--- config.mk ---
export PLATFORM = sky130hd
export DESIGN_NAME = instr_realign_seq_flat
export DESIGN_NICKNAME = d
export VERILOG_FILES = /design/src/rtl/instr_realign_seq_if.sv /design/src/rtl/instr_realign_seq.sv /design/src/flat_wrapper.sv
export SDC_FILE = /design/constraint.sdc
export NUM_CORES = 1
export LEC_CHECK = 0
export ABC_AREA = 1
export BUFFER_PORTS_ARGS = -buffer_cell sky130_fd_sc_hd__clkbuf_2
export CORE_MARGIN = 2
export CORE_UTILIZATION = 35
export CTS_CLUSTER_DIAMETER = 200
export DETAILED_ROUTE_END_ITERATION = 12
export PLACE_DENSITY = 0.59
export SKIP_LAST_GASP = 1
export SLEW_MARGIN = 0
export SYNTH_ARGS = -nofsm -noshare
export SYNTH_HDL_FRONTEND = slang
export SYNTH_SLANG_ARGS = --single-unit
--- constraint.sdc ---
create_clock -name clk_i -period 2 [get_ports clk_i]
set_clock_uncertainty 0.2 [all_clocks]
set_input_delay 0.2 -clock clk_i [delete_from_list [all_inputs] [get_ports clk_i]]
set_output_delay 0.2 -clock clk_i [all_outputs]
set_load 0.02 [all_outputs]
--- src/rtl/instr_realign_seq_if.sv ---
// Bundles the fetch-side and decoder-side handshakes of the instruction
// realignment sequencer. The sequencer uses the slave modport; the fetch
// unit and decoder environment use the master modport.
interface instr_realign_seq_if #(
  parameter int unsigned PC_WIDTH = 64
);
  // fetch side
  logic                fetch_valid_i;
  logic                fetch_ready_o;
  logic [PC_WIDTH-1:0] fetch_addr_i;
  logic [31:0]         fetch_data_i;
  // redirect
  logic                flush_i;
  logic [PC_WIDTH-1:0] flush_pc_i;
  // decoder side
  logic                dec_valid_o;
  logic                dec_ready_i;
  logic [31:0]         dec_instr_o;
  logic [PC_WIDTH-1:0] dec_pc_o;
  logic                dec_is_compressed_o;
  logic [15:0]         dec_compressed_instr_o;

  modport slave (
    input  fetch_valid_i, fetch_addr_i, fetch_data_i,
    input  flush_i, flush_pc_i,
    input  dec_ready_i,
    output fetch_ready_o,
    output dec_valid_o, dec_instr_o, dec_pc_o,
    output dec_is_compressed_o, dec_compressed_instr_o
  );

  modport master (
    output fetch_valid_i, fetch_addr_i, fetch_data_i,
    output flush_i, flush_pc_i,
    output dec_ready_i,
    input  fetch_ready_o,
    input  dec_valid_o, dec_instr_o, dec_pc_o,
    input  dec_is_compressed_o, dec_compressed_instr_o
  );
endinterface

--- src/rtl/instr_realign_seq.sv ---
// Instruction realignment sequencer: turns 32-bit aligned fetch words into
// one instruction per decoder handshake, handling RVC parcels, 32-bit
// instructions straddling two fetch words, and redirect flushes.
//
// Selection cases (evaluated every cycle from registers, first match wins):
//   sel          | meaning
//   SEL_NONE     | nothing to present
//   SEL_JOIN     | pending upper half + lower parcel of new word form one 32-bit instr
//   SEL_LO_C     | lower parcel is compressed
//   SEL_FULL     | lower parcel starts an aligned 32-bit instr (whole word)
//   SEL_HI_C     | upper parcel is compressed
//   SEL_STRADDLE | upper parcel starts a 32-bit instr; park it as a half (one bubble)
module instr_realign_seq #(
  parameter int unsigned PC_WIDTH = 64
) (
  input logic                clk_i,
  input logic                rst_i,
  instr_realign_seq_if.slave bus
);

  typedef enum logic [2:0] {
    SEL_NONE,
    SEL_JOIN,
    SEL_LO_C,
    SEL_FULL,
    SEL_HI_C,
    SEL_STRADDLE
  } sel_e;

  localparam logic [PC_WIDTH-1:0] PARCEL_BYTES = PC_WIDTH'(2);

  // buffered fetch word
  logic [31:0]         word_q;
  logic [PC_WIDTH-1:0] word_addr_q;
  logic                word_vld_q;
  logic                offset_q;
  // upper parcel of a straddling instruction
  logic [15:0]         half_q;
  logic [PC_WIDTH-1:0] half_pc_q;
  logic                half_vld_q;
  // start parcel for the first word after a redirect
  logic                start_off_q;

  sel_e                sel;
  logic                has_instr;
  logic [31:0]         instr;
  logic [PC_WIDTH-1:0] pc;
  logic                is_c;
  logic [15:0]         c_instr;
  logic                consume;
  logic                word_empty;
  logic                fetch_ready;
  logic                accept;
  logic                unused_bits;

  function automatic logic is_rvc(input logic [15:0] parcel);
    return parcel[1:0] != 2'b11;
  endfunction

  // pick which parcel(s) form the instruction presented this cycle
  always_comb begin
    sel = SEL_NONE;
    if (half_vld_q && word_vld_q) begin
      sel = SEL_JOIN;
    end else if (word_vld_q && !offset_q) begin
      sel = is_rvc(word_q[15:0]) ? SEL_LO_C : SEL_FULL;
    end else if (word_vld_q && offset_q) begin
      sel = is_rvc(word_q[31:16]) ? SEL_HI_C : SEL_STRADDLE;
    end
  end

  // build the decoder payload for the selected case
  always_comb begin
    has_instr = 1'b0;
    instr     = '0;
    pc        = '0;
    is_c      = 1'b0;
    c_instr   = '0;
    unique case (sel)
      SEL_JOIN: begin
        has_instr = 1'b1;
        instr     = {word_q[15:0], half_q};
        pc        = half_pc_q;
      end
      SEL_LO_C: begin
        has_instr = 1'b1;
        instr     = {16'h0, word_q[15:0]};
        pc        = word_addr_q;
        is_c      = 1'b1;
        c_instr   = word_q[15:0];
      end
      SEL_FULL: begin
        has_instr = 1'b1;
        instr     = word_q;
        pc        = word_addr_q;
      end
      SEL_HI_C: begin
        has_instr = 1'b1;
        instr     = {16'h0, word_q[31:16]};
        pc        = word_addr_q + PARCEL_BYTES;
        is_c      = 1'b1;
        c_instr   = word_q[31:16];
      end
      default: begin
        has_instr = 1'b0;
      end
    endcase
  end

  // handshake qualification; a redirect voids both handshakes this cycle
  always_comb begin
    consume     = has_instr && !bus.flush_i && bus.dec_ready_i;
    word_empty  = (consume && (sel == SEL_FULL || sel == SEL_HI_C)) ||
                  (sel == SEL_STRADDLE);
    fetch_ready = !bus.flush_i && (!word_vld_q || word_empty);
    accept      = bus.fetch_valid_i && fetch_ready;
  end

  assign bus.dec_valid_o            = has_instr && !bus.flush_i;
  assign bus.dec_instr_o            = instr;
  assign bus.dec_pc_o               = pc;
  assign bus.dec_is_compressed_o    = is_c;
  assign bus.dec_compressed_instr_o = c_instr;
  assign bus.fetch_ready_o          = fetch_ready;

  // address alignment bits and the redirect target above bit 1 are not needed
  assign unused_bits = ^{bus.fetch_addr_i[1:0], bus.flush_pc_i[PC_WIDTH-1:2],
                         bus.flush_pc_i[0]};

  // word buffer: consume advances the parcel pointer, a new word overrides it
  always_ff @(posedge clk_i) begin
    if (rst_i) begin
      word_q      <= '0;
      word_addr_q <= '0;
      word_vld_q  <= 1'b0;
      offset_q    <= 1'b0;
      start_off_q <= 1'b0;
    end else if (bus.flush_i) begin
      word_vld_q  <= 1'b0;
      start_off_q <= bus.flush_pc_i[1];
    end else begin
      if (consume && (sel == SEL_JOIN || sel == SEL_LO_C)) begin
        offset_q <= 1'b1;
      end
      if (word_empty) begin
        word_vld_q <= 1'b0;
      end
      if (accept) begin
        word_q      <= bus.fetch_data_i;
        word_addr_q <= {bus.fetch_addr_i[PC_WIDTH-1:2], 2'b00};
        word_vld_q  <= 1'b1;
        offset_q    <= start_off_q;
        start_off_q <= 1'b0;
      end
    end
  end

  // half buffer: park the upper parcel of a straddling instruction until joined
  always_ff @(posedge clk_i) begin
    if (rst_i) begin
      half_q     <= '0;
      half_pc_q  <= '0;
      half_vld_q <= 1'b0;
    end else if (bus.flush_i) begin
      half_vld_q <= 1'b0;
    end else if (sel == SEL_STRADDLE) begin
      half_q     <= word_q[31:16];
      half_pc_q  <= word_addr_q + PARCEL_BYTES;
      half_vld_q <= 1'b1;
    end else if (consume && sel == SEL_JOIN) begin
      half_vld_q <= 1'b0;
    end
  end

endmodule
--- src/flat_wrapper.sv ---
// flat-port wrapper written by rule: the top's interface ports become plain ports
module instr_realign_seq_flat 
#(
  parameter int unsigned PC_WIDTH = 64
)
  (clk_i, rst_i, bus_fetch_valid_i, bus_fetch_addr_i, bus_fetch_data_i, bus_flush_i, bus_flush_pc_i, bus_dec_ready_i, bus_fetch_ready_o, bus_dec_valid_o, bus_dec_instr_o, bus_dec_pc_o, bus_dec_is_compressed_o, bus_dec_compressed_instr_o);
  instr_realign_seq_if #(.PC_WIDTH(PC_WIDTH)) bus_i ();
  input logic clk_i;
  input logic rst_i;
  input wire logic [$bits(bus_i.fetch_valid_i)-1:0] bus_fetch_valid_i;
  input wire logic [$bits(bus_i.fetch_addr_i)-1:0] bus_fetch_addr_i;
  input wire logic [$bits(bus_i.fetch_data_i)-1:0] bus_fetch_data_i;
  input wire logic [$bits(bus_i.flush_i)-1:0] bus_flush_i;
  input wire logic [$bits(bus_i.flush_pc_i)-1:0] bus_flush_pc_i;
  input wire logic [$bits(bus_i.dec_ready_i)-1:0] bus_dec_ready_i;
  output wire logic [$bits(bus_i.fetch_ready_o)-1:0] bus_fetch_ready_o;
  output wire logic [$bits(bus_i.dec_valid_o)-1:0] bus_dec_valid_o;
  output wire logic [$bits(bus_i.dec_instr_o)-1:0] bus_dec_instr_o;
  output wire logic [$bits(bus_i.dec_pc_o)-1:0] bus_dec_pc_o;
  output wire logic [$bits(bus_i.dec_is_compressed_o)-1:0] bus_dec_is_compressed_o;
  output wire logic [$bits(bus_i.dec_compressed_instr_o)-1:0] bus_dec_compressed_instr_o;
  assign bus_i.fetch_valid_i = bus_fetch_valid_i;
  assign bus_i.fetch_addr_i = bus_fetch_addr_i;
  assign bus_i.fetch_data_i = bus_fetch_data_i;
  assign bus_i.flush_i = bus_flush_i;
  assign bus_i.flush_pc_i = bus_flush_pc_i;
  assign bus_i.dec_ready_i = bus_dec_ready_i;
  assign bus_fetch_ready_o = bus_i.fetch_ready_o;
  assign bus_dec_valid_o = bus_i.dec_valid_o;
  assign bus_dec_instr_o = bus_i.dec_instr_o;
  assign bus_dec_pc_o = bus_i.dec_pc_o;
  assign bus_dec_is_compressed_o = bus_i.dec_is_compressed_o;
  assign bus_dec_compressed_instr_o = bus_i.dec_compressed_instr_o;
  instr_realign_seq #(.PC_WIDTH(PC_WIDTH)) u_core (.clk_i(clk_i), .rst_i(rst_i), .bus(bus_i));
endmodule
* Word level (Yosys, flattened, before mapping)
Cells that the tools add are included.
** Operators by class
- $add $sub $neg :: 1
- Equal/unequal tests :: 7
- Multiplexer cells :: 18
- Bitwise gates (word level) :: 1
- Reductions and logical operators :: 28
** Operators by type and width (number)
- $pmux 64 s3 :: 1
- $pmux 32 s4 :: 1
- $add 64x2->64 const B :: 1
- $pmux 16 s2 :: 1
- $mux 1 :: 12
- $logic_and 1x1->1 :: 10
- $mux 3 :: 3
- $reduce_bool 2->1 :: 4
- $eq 3x2->1 const B :: 2
- $eq 3x3->1 const B :: 2
- $reduce_and 2->1 :: 3
- $reduce_or 2->1 :: 3
- $logic_or 1x1->1 :: 4
- $ne 2x2->1 const B :: 2
- $reduce_or 4->1 :: 1
- $eq 3x1->1 const B :: 1
- $logic_not 1->1 :: 3
- $not 1->1 :: 1
** Storage, ports and cells
- Bits in registers :: 178
- Input bits :: 165
- Logic and storage cells :: 63

* Logic depth before layout (Yosys ltp)
Gate-level depths: netlist of run 1.
- Word-level depth :: 17
- Gate-level depth with buffers :: 15

* Worst setup path before layout of run 1
Ideal clock, no wire load.
- Kind :: register to output
- From :: reg u_core.word_vld_q
- To :: out bus_dec_instr_o[10]
- Arrival time :: 1.637 ns
- Slack :: -0.037 ns
- Stages on the path, launching flop included :: 9
- Buffers on the path :: 2
- Path through :: dfxtp_1 > buf_4 > nand2_2 > nor2_4 > nand3_2 > clkbuf_1 > o22ai_1 > a21oi_1 > o21ai_0
** Between the ends
- Cells in the longest elaborated chain, start to end :: 6
- Elaborated cells between the ends (all ways) :: 11
- Classes of those cells :: 4 x eq/ne; 4 x mux; 3 x reduce/logical
** RTL lines
- start, declared :: line instr_realign_seq.sv:35 : logic word_vld_q;
- start signal, assigned :: line instr_realign_seq.sv:135 : word_vld_q <= 1'b0;
- start signal, assigned :: line instr_realign_seq.sv:139 : word_vld_q <= 1'b0;
- start signal, assigned :: line instr_realign_seq.sv:146 : word_vld_q <= 1'b0;
- $logic_and 1x1->1 :: line instr_realign_seq.sv:67 : end else if (word_vld_q && offset_q) begin
- $mux 3 :: line instr_realign_seq.sv:67
- $mux 3 :: line instr_realign_seq.sv:65 : end else if (word_vld_q && !offset_q) begin
- $mux 3 * :: line instr_realign_seq.sv:63 : if (half_vld_q && word_vld_q) begin
- $eq 3x3->1 (tied with other cells) :: line instr_realign_seq.sv:79 : unique case (sel)
- $pmux 32 s4 * :: line instr_realign_seq.sv:79
- end, declared :: line flat_wrapper.sv:18 : output wire logic [$bits(bus_i.dec_instr_o)-1:0] bus_dec_instr_o;
Every way passes the cells marked *; elsewhere a longest branch is shown, timed or not.

* Worst setup path after layout of run 1
- From :: reg u_core.word_vld_q
- To :: out bus_dec_instr_o[5]
The elaborated chain is that of the path after synthesis.

==> impl_metrics.toml, run 1 <==
[power]
p_leak_uw = 0.00579
peakVddDrop_mv = 0.476
powerDensity_nw_per_um2 = 639
finalPower_uw = 8290

[detailed_routing]
drt_iter0_drc = 424
wl_um = 25100
via_per_inst = 4.69
wirelength_met1_um = 11000
top_layer_used = "met4"
drtAntennaViolNets = 0
wl_per_cell_um = 14.1
drt_pass1_iterations = 5
dr_total_vias = 8351
wl_met3_um = 1230
wl_met2_um = 12600
drcViolationCount = 0

[synth]
synth.area.top_cells = "dfxtp_1, nand2_1, nor2_1, inv_1, o22ai_1"
synth_cell_type_count = 24
syn_avg_cell_area_um2 = 6.80
syn-cell-area_um2 = 7860
synth_top_family_by_area = "simple AND/OR/NAND/NOR gates"
synth_seq_cells = 177
synth_compound_area_share_pct = 18.9
synth_xor_area_share_pct = 0
synthAdderAreaFrac_pct = 0
ys_seq_area_share_pct = 45.1
yosys.area_share.simple_pct = 21.8
postSynthCellCount = 1156
synth.largest_area_cell = "dfxtp_1"
syn_nets = 1321
yosysTopAreaCellShare_pct = 45.1
ys_warn_count = 0
synthMuxAreaShare_pct = 0

[placement]
portBuffers = 213
finalWeightedCongestion = 0.806
dp_hpwl_um = 14500

[die]
die_w_um = 154
die_area_um2 = 23700
coreArea_um2 = 22000
io_pins = 280
row_count = 54
start_util_pct = 35.8
die_h_um = 154

[min_path]
hold_class = "in2reg"

[critical_path]
cp.arrival_ps = 2000
path_cells = "inv_2 -> nor2_4 -> nand2_4 -> nand3_4 -> buf_6 -> buf_6 -> o22ai_2 -> a21oi_1 -> o21ai_1 -> buf_4"
startpoint_type = "register"
slowest_stage = "dfxtp_4"
worst-path-max-fanout = 6
cp.required_ps = 1600
slowest_delay_ps = 370
crit_type = "reg2out"
crit_path_end_kind = "output port"
crit_top_cell = "buf_6"

[timing]
period_minus_slack_ps = 2400
setup_viol = 203
fmax_ghz = 0.416
drv_slew = 0
hold_viol = 0
finalSetupTns_ps = -39820
whs_ps = 174
rsz0062_at_grt = "true"
fin_crit_sh_pct = 120
timing.final.ws_setup_ps = -403

[clocking]
cts_buffers = 17
clkTransAtPathRegs_ps = 70
cts_buffer_depth = 2
clock_tree.root_cell = "clkbuf_16"
cts_htree_levels = 4
clkSinkCount = 177
clock_latency_ps = 430
cts_tree = "done"

[finish]
syn_to_final_growth_pct = 65.0
nets = 1654
final_util_pct = 59.1
drive_gt1_share_pct = 28.8
antenna_cells = 0

[run_status]
violations = "setup timing"
outcome = "finished, violations left"

[grt]
antenna_found_initial = 0
grtUsageTotal_pct = 19.9
grt_max_degree = 56
grt_pass1_wl_um = 38600
grt_pass1_vias = 7640
grt-ovfl-total = 0

[flow_run]
max_cap_viol_count = 0
[area by class of cell]
cell class | count | area (µm²)
clock buffers | 18 | 429
clock inverters | 14 | 164
fillers | 1937 | 8990
inverters | 190 | 733
multi-input cells | 713 | 4020
flip-flops and latches | 177 | 3550
well taps | 280 | 350
repair buffers | 390 | 3720
[cells by family (layout without fill, tap and decap cells)]
family	count (synthesis)	in the layout
other	1	1
and+or+nand+nor	442	442
AOI/OAI and AO/OA	270	270
DFF	177	177
buffers and inverters	266	612
[state kept, by name, indices dropped and copies added (netlist names)]
| signal | count |
|---|---|
| u_core.start_off_q | 1 |
| u_core.word_vld_q | 1 |
| u_core.word_q | 32 |
| u_core.half_q | 16 |
| u_core.half_vld_q | 1 |
| u_core.half_pc_q | 63 |
| u_core.offset_q | 1 |
| u_core.word_addr_q | 62 |
[worst paths after layout]
| kind | slack, ps | from | cells past startpoint | end |
|---|---|---|---|---|
| setup / recovery | -400 | u_core.word_vld_q$_SDFFE_PP0P_ | 10 | bus_dec_instr_o[5] |
| hold / removal | 170 | bus_fetch_valid_i | 5 | u_core.word_vld_q$_SDFFE_PP0P_ |
| setup reg to reg | -250 | u_core.offset_q$_SDFFE_PP0P_ | 14 | u_core.word_addr_q[50]$_SDFFE_PP0P_ |
| hold reg to reg | 250 | u_core.half_q[12]$_SDFFE_PP0P_ | 2 | u_core.half_q[12]$_SDFFE_PP0P_ |
[worst max-delay path, delay by kind of cell, from the launching register on]
kind | cells | cell delay [ps]
and+or+nand+nor | 3 | 290
DFF | 1 | 370
AOI/OAI and AO/OA | 3 | 390
buffers and inverters | 4 | 520
[power by group]
group | internal (µW) | switching, µW
sequential | 3660 | 64.5
clock | 1790 | 1600
combinational | 567 | 608
total | 6020 | 2280
[metrics by stage]
| step | instances | area (µm²) | setup WS [ps] |
|---|---|---|---|
| after detailed placement | 1624 | 9500 | -91.0 |
| final | 1782 | 13000 | -403 |
| after floorplan | 1156 | 7860 | -37.4 |
| after CTS | 1773 | 12300 | -305 |
| after global placement | 1624 | 9500 | -26.1 |
| after global routing | 1782 | 13000 | -486 |
[layer usage]
metal | track usage (%) | up-vias
li1 | - | 4295
met1 | 25.5 | 3809
met2 | 34.4 | 221
met3 | 4.34 | 26
met4 | 4.76 | 0
met5 | 0 | -
[what timing repair did]
action	CTS	global route
hold buffers	99	0
endpoints found under the hold margin	100	0
resized for setup	226	173
buffers inserted	15	7
gates cloned	3	2
pin swaps	6	3
endpoints found under the setup margin	189	211
[cell usage after synthesis (all sizes together)]
master   instances
nand2          231
nor2           198
inv            187
dfxtp          177
a21oi           91
o22ai           86
o21ai           85
clkbuf          48
buf             28
nand3           10
a22oi            6
clkinv           3
nand4            3
o2111ai          2
conb             1
[placed cells by master, fill, tap and decap left out, drive strengths merged, types with 6 or more instances in the layout]
cell type,n
nor2,198
dfxtp,177
clkbuf,168
buf,138
dlygate4sd3,99
nand3,10
o22ai,86
o21ai,85
a21oi,91
nand2,231
inv,195
a22oi,6
No activity file was read; power rests on OpenSTA's default activity.
==> inputs of run 2 (changes only) <==
--- a/config.mk
+++ b/config.mk
@@ -7,6 +7,7 @@
 export LEC_CHECK = 0
 export ABC_AREA = 1
 export BUFFER_PORTS_ARGS = -buffer_cell sky130_fd_sc_hd__clkbuf_2
+export CAP_MARGIN = 20
 export CORE_MARGIN = 2
 export CORE_UTILIZATION = 35
 export CTS_CLUSTER_DIAMETER = 200
==> constraint.sdc (replaced) <==
create_clock -name clk_i -period 2.84 [get_ports clk_i]
set_clock_uncertainty 0.2 [all_clocks]
set_input_delay 0.142 -clock clk_i [delete_from_list [all_inputs] [get_ports clk_i]]
set_output_delay 0.142 -clock clk_i [all_outputs]
set_load 0.02 [all_outputs]
==> run 2 against run 1 <==
Effect of this change: the flow now finishes without violations; flip-flop and latch count stayed put; via count is 6.2% lower; routed wire length shrank 15%; cell count fell by 3.1%; setup slack gained 590 ps; sequential share of layout area up 5.6 points; clock-buffer cell count decreased by 1; sequential power down 30%; hold slack got worse by 160 ps; global-route usage decreased by 1.8 points; largest cell class is now registers; largest power group unchanged; highest routed layer unchanged.
==> impl_metrics.toml, run 2 (synthesis gave the netlist of run 1 again) <==
[run_status]
outcome = "finished clean"

[timing]
fmax_ghz = 0.377
max_slew_margin_pct = 30.7
drv_slew = 0
rsz0062_at_grt = "false"
worst_pin_slew_ps = 1040
hold_viol = 0
period_minus_slack_ps = 2650
finalSetupTns_ps = 0
whs_ps = 14.7
fin_crit_sh_pct = 93.4
setup_viol = 0

[finish]
drive_gt1_share_pct = 19.6
final_cell_mix = "nand2_1, clkbuf_2, nor2_1, inv_1, dfxtp_1"
layout_commonest_cell = "nand2_1"
top_register = "u_core.half_pc_q"
antenna_cells = 0
syn_to_final_growth_pct = 36.6
nets = 1599
largest_register_ffs = 63
reg.largest.list = "u_core.half_pc_q (63), u_core.word_addr_q (62), u_core.word_q (32)"

[detailed_routing]
drt_pass1_iterations = 4
via_per_inst = 4.54
wl_per_cell_um = 12.4
drtAntennaViolNets = 0
drt_iter0_drc = 345
drcViolationCount = 0
wl_um = 21400
dr_total_vias = 7833

[clocking]
clkTransAtPathRegs_ps = 80
cts_setup_buffers = 0
cts_htree_levels = 4
clock_latency_ps = 420
cts_buffer_depth = 2
clkSinkCount = 177
cts_tree = "done"
clock_tree.root_cell = "clkbuf_16"
cts_buffers = 17

[min_path]
holdPathStages = 3
hold_class = "in2reg"

[die]
die_area_um2 = 23700
io_pins = 280
start_util_pct = 35.8
die_w_um = 154
die_h_um = 154
row_count = 54
coreArea_um2 = 22000

[critical_path]
r2r_setup_slack_ps = 400
cp.required_ps = 2500
path_delay_family = "buffers and inverters"
r2r-end = "u_core.start_off_q$_SDFFE_PP0P_"
crit_start = "u_core.word_vld_q$_SDFFE_PP0P_"
worst-path-max-fanout = 13
reg2reg_depth = 12
crit_type = "reg2out"
cp-endpoint = "bus_dec_pc_o[57]"
path_cells = "nand2_2 -> inv_2 -> nand2_1 -> nand3_2 -> buf_4 -> nand2_1 -> inv_2 -> buf_4 -> o22ai_1 -> clkbuf_2"
crit_path_end_kind = "output port"
slowest_delay_ps = 430
crit_cells = 10
cp.arrival_ps = 2310
cp_num_buf_inv = 5
r2r-start = "u_core.word_vld_q$_SDFFE_PP0P_"
slowest_stage = "dfxtp_2"
startpoint_type = "register"

[grt]
grt_max_degree = 85
antenna_found_initial = 0
grt-ovfl-total = 0
grtUsageTotal_pct = 18.1
busiest_layer = "met2"
grt_pass1_vias = 7229
grt_pass1_wl_um = 35200
gr-usage-met1_pct = 23.8
gr-usage-met2_pct = 30.5
grt_util_met3_pct = 3.80

[flow_run]
max_cap_viol_count = 0

[power]
powerDensity_nw_per_um2 = 518
power_frac_clock_pct = 41.8
switching_power_uw = 1520
peakVddDrop_mv = 0.329
power.share.combinational_pct = 11.1
p_leak_uw = 0.00511
p_seq_share_pct = 47.1
p_int_uw = 4040
swShare_pct = 27.4

[placement]
dp_hpwl_um = 13500
portBuffers = 213
finalWeightedCongestion = 0.800
[run 2: cell count changes in the layout (fill, tap and decap cells not counted), sizes merged]
cell / previous run / this run
clkinv: 5 / 7
clkbuf: 168 / 230
dlygate4sd3: 99 / 101
bufbuf: 3 / 0
buf: 138 / 21
bufinv: 1 / 0
[run 2: worst min path at each step]
stage | startpoint | end
floorplan | rst_i | u_core.half_pc_q[1]$_SDFFE_PP0P_
global placement | bus_fetch_addr_i[35] | u_core.word_addr_q[35]$_SDFFE_PP0P_
detailed placement | bus_fetch_addr_i[4] | u_core.word_addr_q[4]$_SDFFE_PP0P_
CTS | bus_fetch_valid_i | u_core.word_vld_q$_SDFFE_PP0P_
global route | bus_fetch_valid_i | u_core.word_vld_q$_SDFFE_PP0P_
finish | bus_fetch_valid_i | u_core.word_vld_q$_SDFFE_PP0P_
[run 2: layer usage]
layer  wire (µm)  share of wire (%)
met5           0                  0
met4         178               0.83
met3         938                4.4
met2        9930                 46
met1       10400                 48
[run 2: power by group through the flow]
| stage | registers (µW) | clock network, µW | logic [µW] |
|---|---|---|---|
| final | 2620 | 2320 | 618 |
| after global routing | 2630 | 2500 | 703 |
| after CTS | 2620 | 2400 | 619 |
| after detailed placement | 2680 | 0 | 507 |
| after global placement | 2680 | 0 | 504 |
| after floorplan | 2670 | 0 | 360 |
[run 2: stage by stage]
stage	instance area, µm²	power, µW	cells	setup WS [ps]	util [%]
6_report	10700	5560	1727	188	48.9
3_3_place_gp	9130	3180	1594	470	41.6
5_1_grt	10700	5840	1727	28.8	48.9
2_1_floorplan	7860	3030	1156	861	-
4_1_cts	10700	5640	1727	47.4	48.9
3_5_place_dp	9130	3190	1594	481	41.6
[run 2: worst min-delay path, cell delays in order]
cell	delay [ps]
clkbuf_2	100
nand3_4	260
a21oi_1	110
[run 2: area by class of cell]
| cell class | count | area, µm² |
|---|---|---|
| well taps | 280 | 350 |
| clock buffers | 17 | 425 |
| repair buffers | 335 | 2310 |
| flip-flops and latches | 177 | 3540 |
| clock inverters | 15 | 165 |
| inverters | 190 | 716 |
| fillers | 2228 | 11200 |
| multi-input cells | 713 | 3220 |
[run 2: what timing repair did]
action,in CTS,in global routing
hold buffers,101,0
hold endpoints to repair,101,0
setup endpoints to repair,0,54
resized for setup,0,1
==> inputs of run 3 (changes only) <==
--- a/config.mk
+++ b/config.mk
@@ -12,7 +12,7 @@
 export CORE_UTILIZATION = 35
 export CTS_CLUSTER_DIAMETER = 200
 export DETAILED_ROUTE_END_ITERATION = 12
-export PLACE_DENSITY = 0.59
+export PLACE_DENSITY = 0.61
 export SKIP_LAST_GASP = 1
 export SLEW_MARGIN = 0
 export SYNTH_ARGS = -nofsm -noshare
==> constraint.sdc (replaced) <==
create_clock -name clk_i -period 2.4 [get_ports clk_i]
set_clock_uncertainty 0.2 [all_clocks]
set_input_delay 0.12 -clock clk_i [delete_from_list [all_inputs] [get_ports clk_i]]
set_output_delay 0.12 -clock clk_i [all_outputs]
set_load 0.02 [all_outputs]
==> run 3 against run 2 <==
Effect of this change: flip-flop and latch count unchanged; routed wire length up 3.5%; power up 20%; critical path type unchanged; largest cell class unchanged; largest power group unchanged.
==> impl_metrics.toml, run 3 (synthesis gave the netlist of run 1 again) <==
[run_status]
outcome = "finished clean"

[die]
io_pins = 280
die_w_um = 154
row_count = 54
coreArea_um2 = 22000
die_h_um = 154
die_area_um2 = 23700
start_util_pct = 35.8

[finish]
layout_commonest_cell = "nand2_1"
fillCellCount = 2162
syn_to_final_growth_pct = 40.8
largest_register_ffs = 63
fin_area_um2 = 11100
final_cell_mix = "nand2_1, clkbuf_2, nor2_1, inv_1, dfxtp_1"
antenna_cells = 0
nets = 1610
top_register = "u_core.half_pc_q"
drive_gt1_share_pct = 21.4
reg.largest.list = "u_core.half_pc_q (63), u_core.word_addr_q (62), u_core.word_q (32)"
fin_cells = 1738

[detailed_routing]
via_per_inst = 4.59
drt_iter0_drc = 327
drt_pass1_iterations = 5
wl_per_cell_um = 12.8
dr_total_vias = 7984
wl_um = 22200
drtAntennaViolNets = 0
drcViolationCount = 0

[timing]
hold_viol = 0
whs_ps = 244
fin_crit_sh_pct = 97.1
worst_pin_slew_ps = 625
drv_slew = 0
setup_viol = 0
period_minus_slack_ps = 2330
rsz0062_at_grt = "true"
fmax_ghz = 0.429
max_slew_margin_pct = 58.4

[power]
power.share.combinational_pct = 11.4
switching_power_uw = 1880
p_int_uw = 4820
p_seq_share_pct = 46.3
power_frac_clock_pct = 42.3
swShare_pct = 28.0
peakVddDrop_mv = 0.402
powerDensity_nw_per_um2 = 605
p_leak_uw = 0.00524

[placement]
dp_hpwl_um = 13800
dp.cells = 1598
portBuffers = 213
placed_area_um2 = 9210
finalWeightedCongestion = 0.780

[critical_path]
worst-path-max-fanout = 6
crit_path_end_kind = "output port"
path_cells = "buf_4 -> nand4_1 -> buf_4 -> o22ai_1 -> a21oi_1 -> o21ai_0 -> clkbuf_2"
crit_type = "reg2out"
cp.arrival_ps = 2010
slowest_delay_ps = 380
crit_top_cell = "buf_4"
startpoint_type = "register"
slowest_stage = "dfxtp_4"
cp.required_ps = 2080

[clocking]
cts_buffers = 17
cts_buffer_depth = 2
clock_latency_ps = 430
clkSinkCount = 177
cts_htree_levels = 4
cts_tree = "done"
clkTransAtPathRegs_ps = 80
clock_tree.root_cell = "clkbuf_16"

[flow_run]
max_cap_viol_count = 0

[grt]
grt_pass1_vias = 7298
grt_pass1_wl_um = 35700
antenna_found_initial = 0
grt_max_degree = 77
grt-ovfl-total = 0
grtUsageTotal_pct = 18.4

[min_path]
hold_class = "in2reg"
[run 3: changes by cell type in the layout (fill, tap and decap cells not counted), sizes merged]
cell / delta
buf: +24
clkbuf: -14
clkinv: -1
dlygate4sd3: +1
inv: +1
[run 3: final cells by class]
type	count	area, µm²	share of cell area [%]
clock buffer	17	425	3.84
sequential	177	3550	32.1
multi-input combinational	713	3290	29.7
clock inverter	15	181	1.64
tap	280	350	3.17
timing repair buffer	346	2530	22.9
inverter	190	734	6.64
[run 3: per-layer routing]
layer	routed length (µm)	part of all wire, %	vias up	global-route usage [%]
li1	-	-	4208	-
met1	10200	46	3558	23.2
met2	10600	48	200	31.7
met3	1150	5.2	18	4.09
met4	240	1.1	0	5.12
met5	0	0	-	0
[run 3: worst max-delay path, delay by kind of cell (launching register included)]
family	cells	cell delay [ps]
buffers and inverters	3	590
AOI/OAI and AO/OA	3	410
and+or+nand+nor	1	210
DFF	1	380
[run 3: worst paths after layout]
kind                            depth (start not counted)                            from  slack, ps                                  end
worst max-delay path                                    7  u_core.word_vld_q$_SDFFE_PP0P_         70                  bus_dec_instr_o[15]
worst min-delay path                                    4            bus_fetch_addr_i[41]        240  u_core.word_addr_q[41]$_SDFFE_PP0P_
worst max register to register                         12  u_core.word_vld_q$_SDFFE_PP0P_        140  u_core.word_addr_q[57]$_SDFFE_PP0P_
worst min register to register                          2  u_core.half_q[12]$_SDFFE_PP0P_        250       u_core.half_q[12]$_SDFFE_PP0P_
[run 3: per-stage QoR]
step	power, µW	setup slack [ps]	util (%)	TNS [ps]
after detailed placement	3790	198	41.9	0
final	6700	70.2	50.4	0
after global routing	7020	-40.7	50.4	-137
after CTS	6790	-1.23	49.5	-1.23
after floorplan	3580	443	-	0
after global placement	3780	238	41.9	0
[run 3: power by group through the flow]
stage                     combinational, µW  clock [µW]  sequential, µW
after floorplan                         426           0            3160
after global placement                  612           0            3170
after detailed placement                618           0            3170
after CTS                               754        2930            3100
after global routing                    868        3040            3110
final                                   763        2830            3100
[run 3: what timing repair did]
action / 4_1_cts / 5_1_grt
hold endpoints to repair: 101 / 0
gates resized for setup: 7 / 52
hold buffers: 102 / 0
pin swaps: 1 / 2
setup buffers: 1 / 3
gates cloned: 0 / 2
setup endpoints to repair: 67 / 56
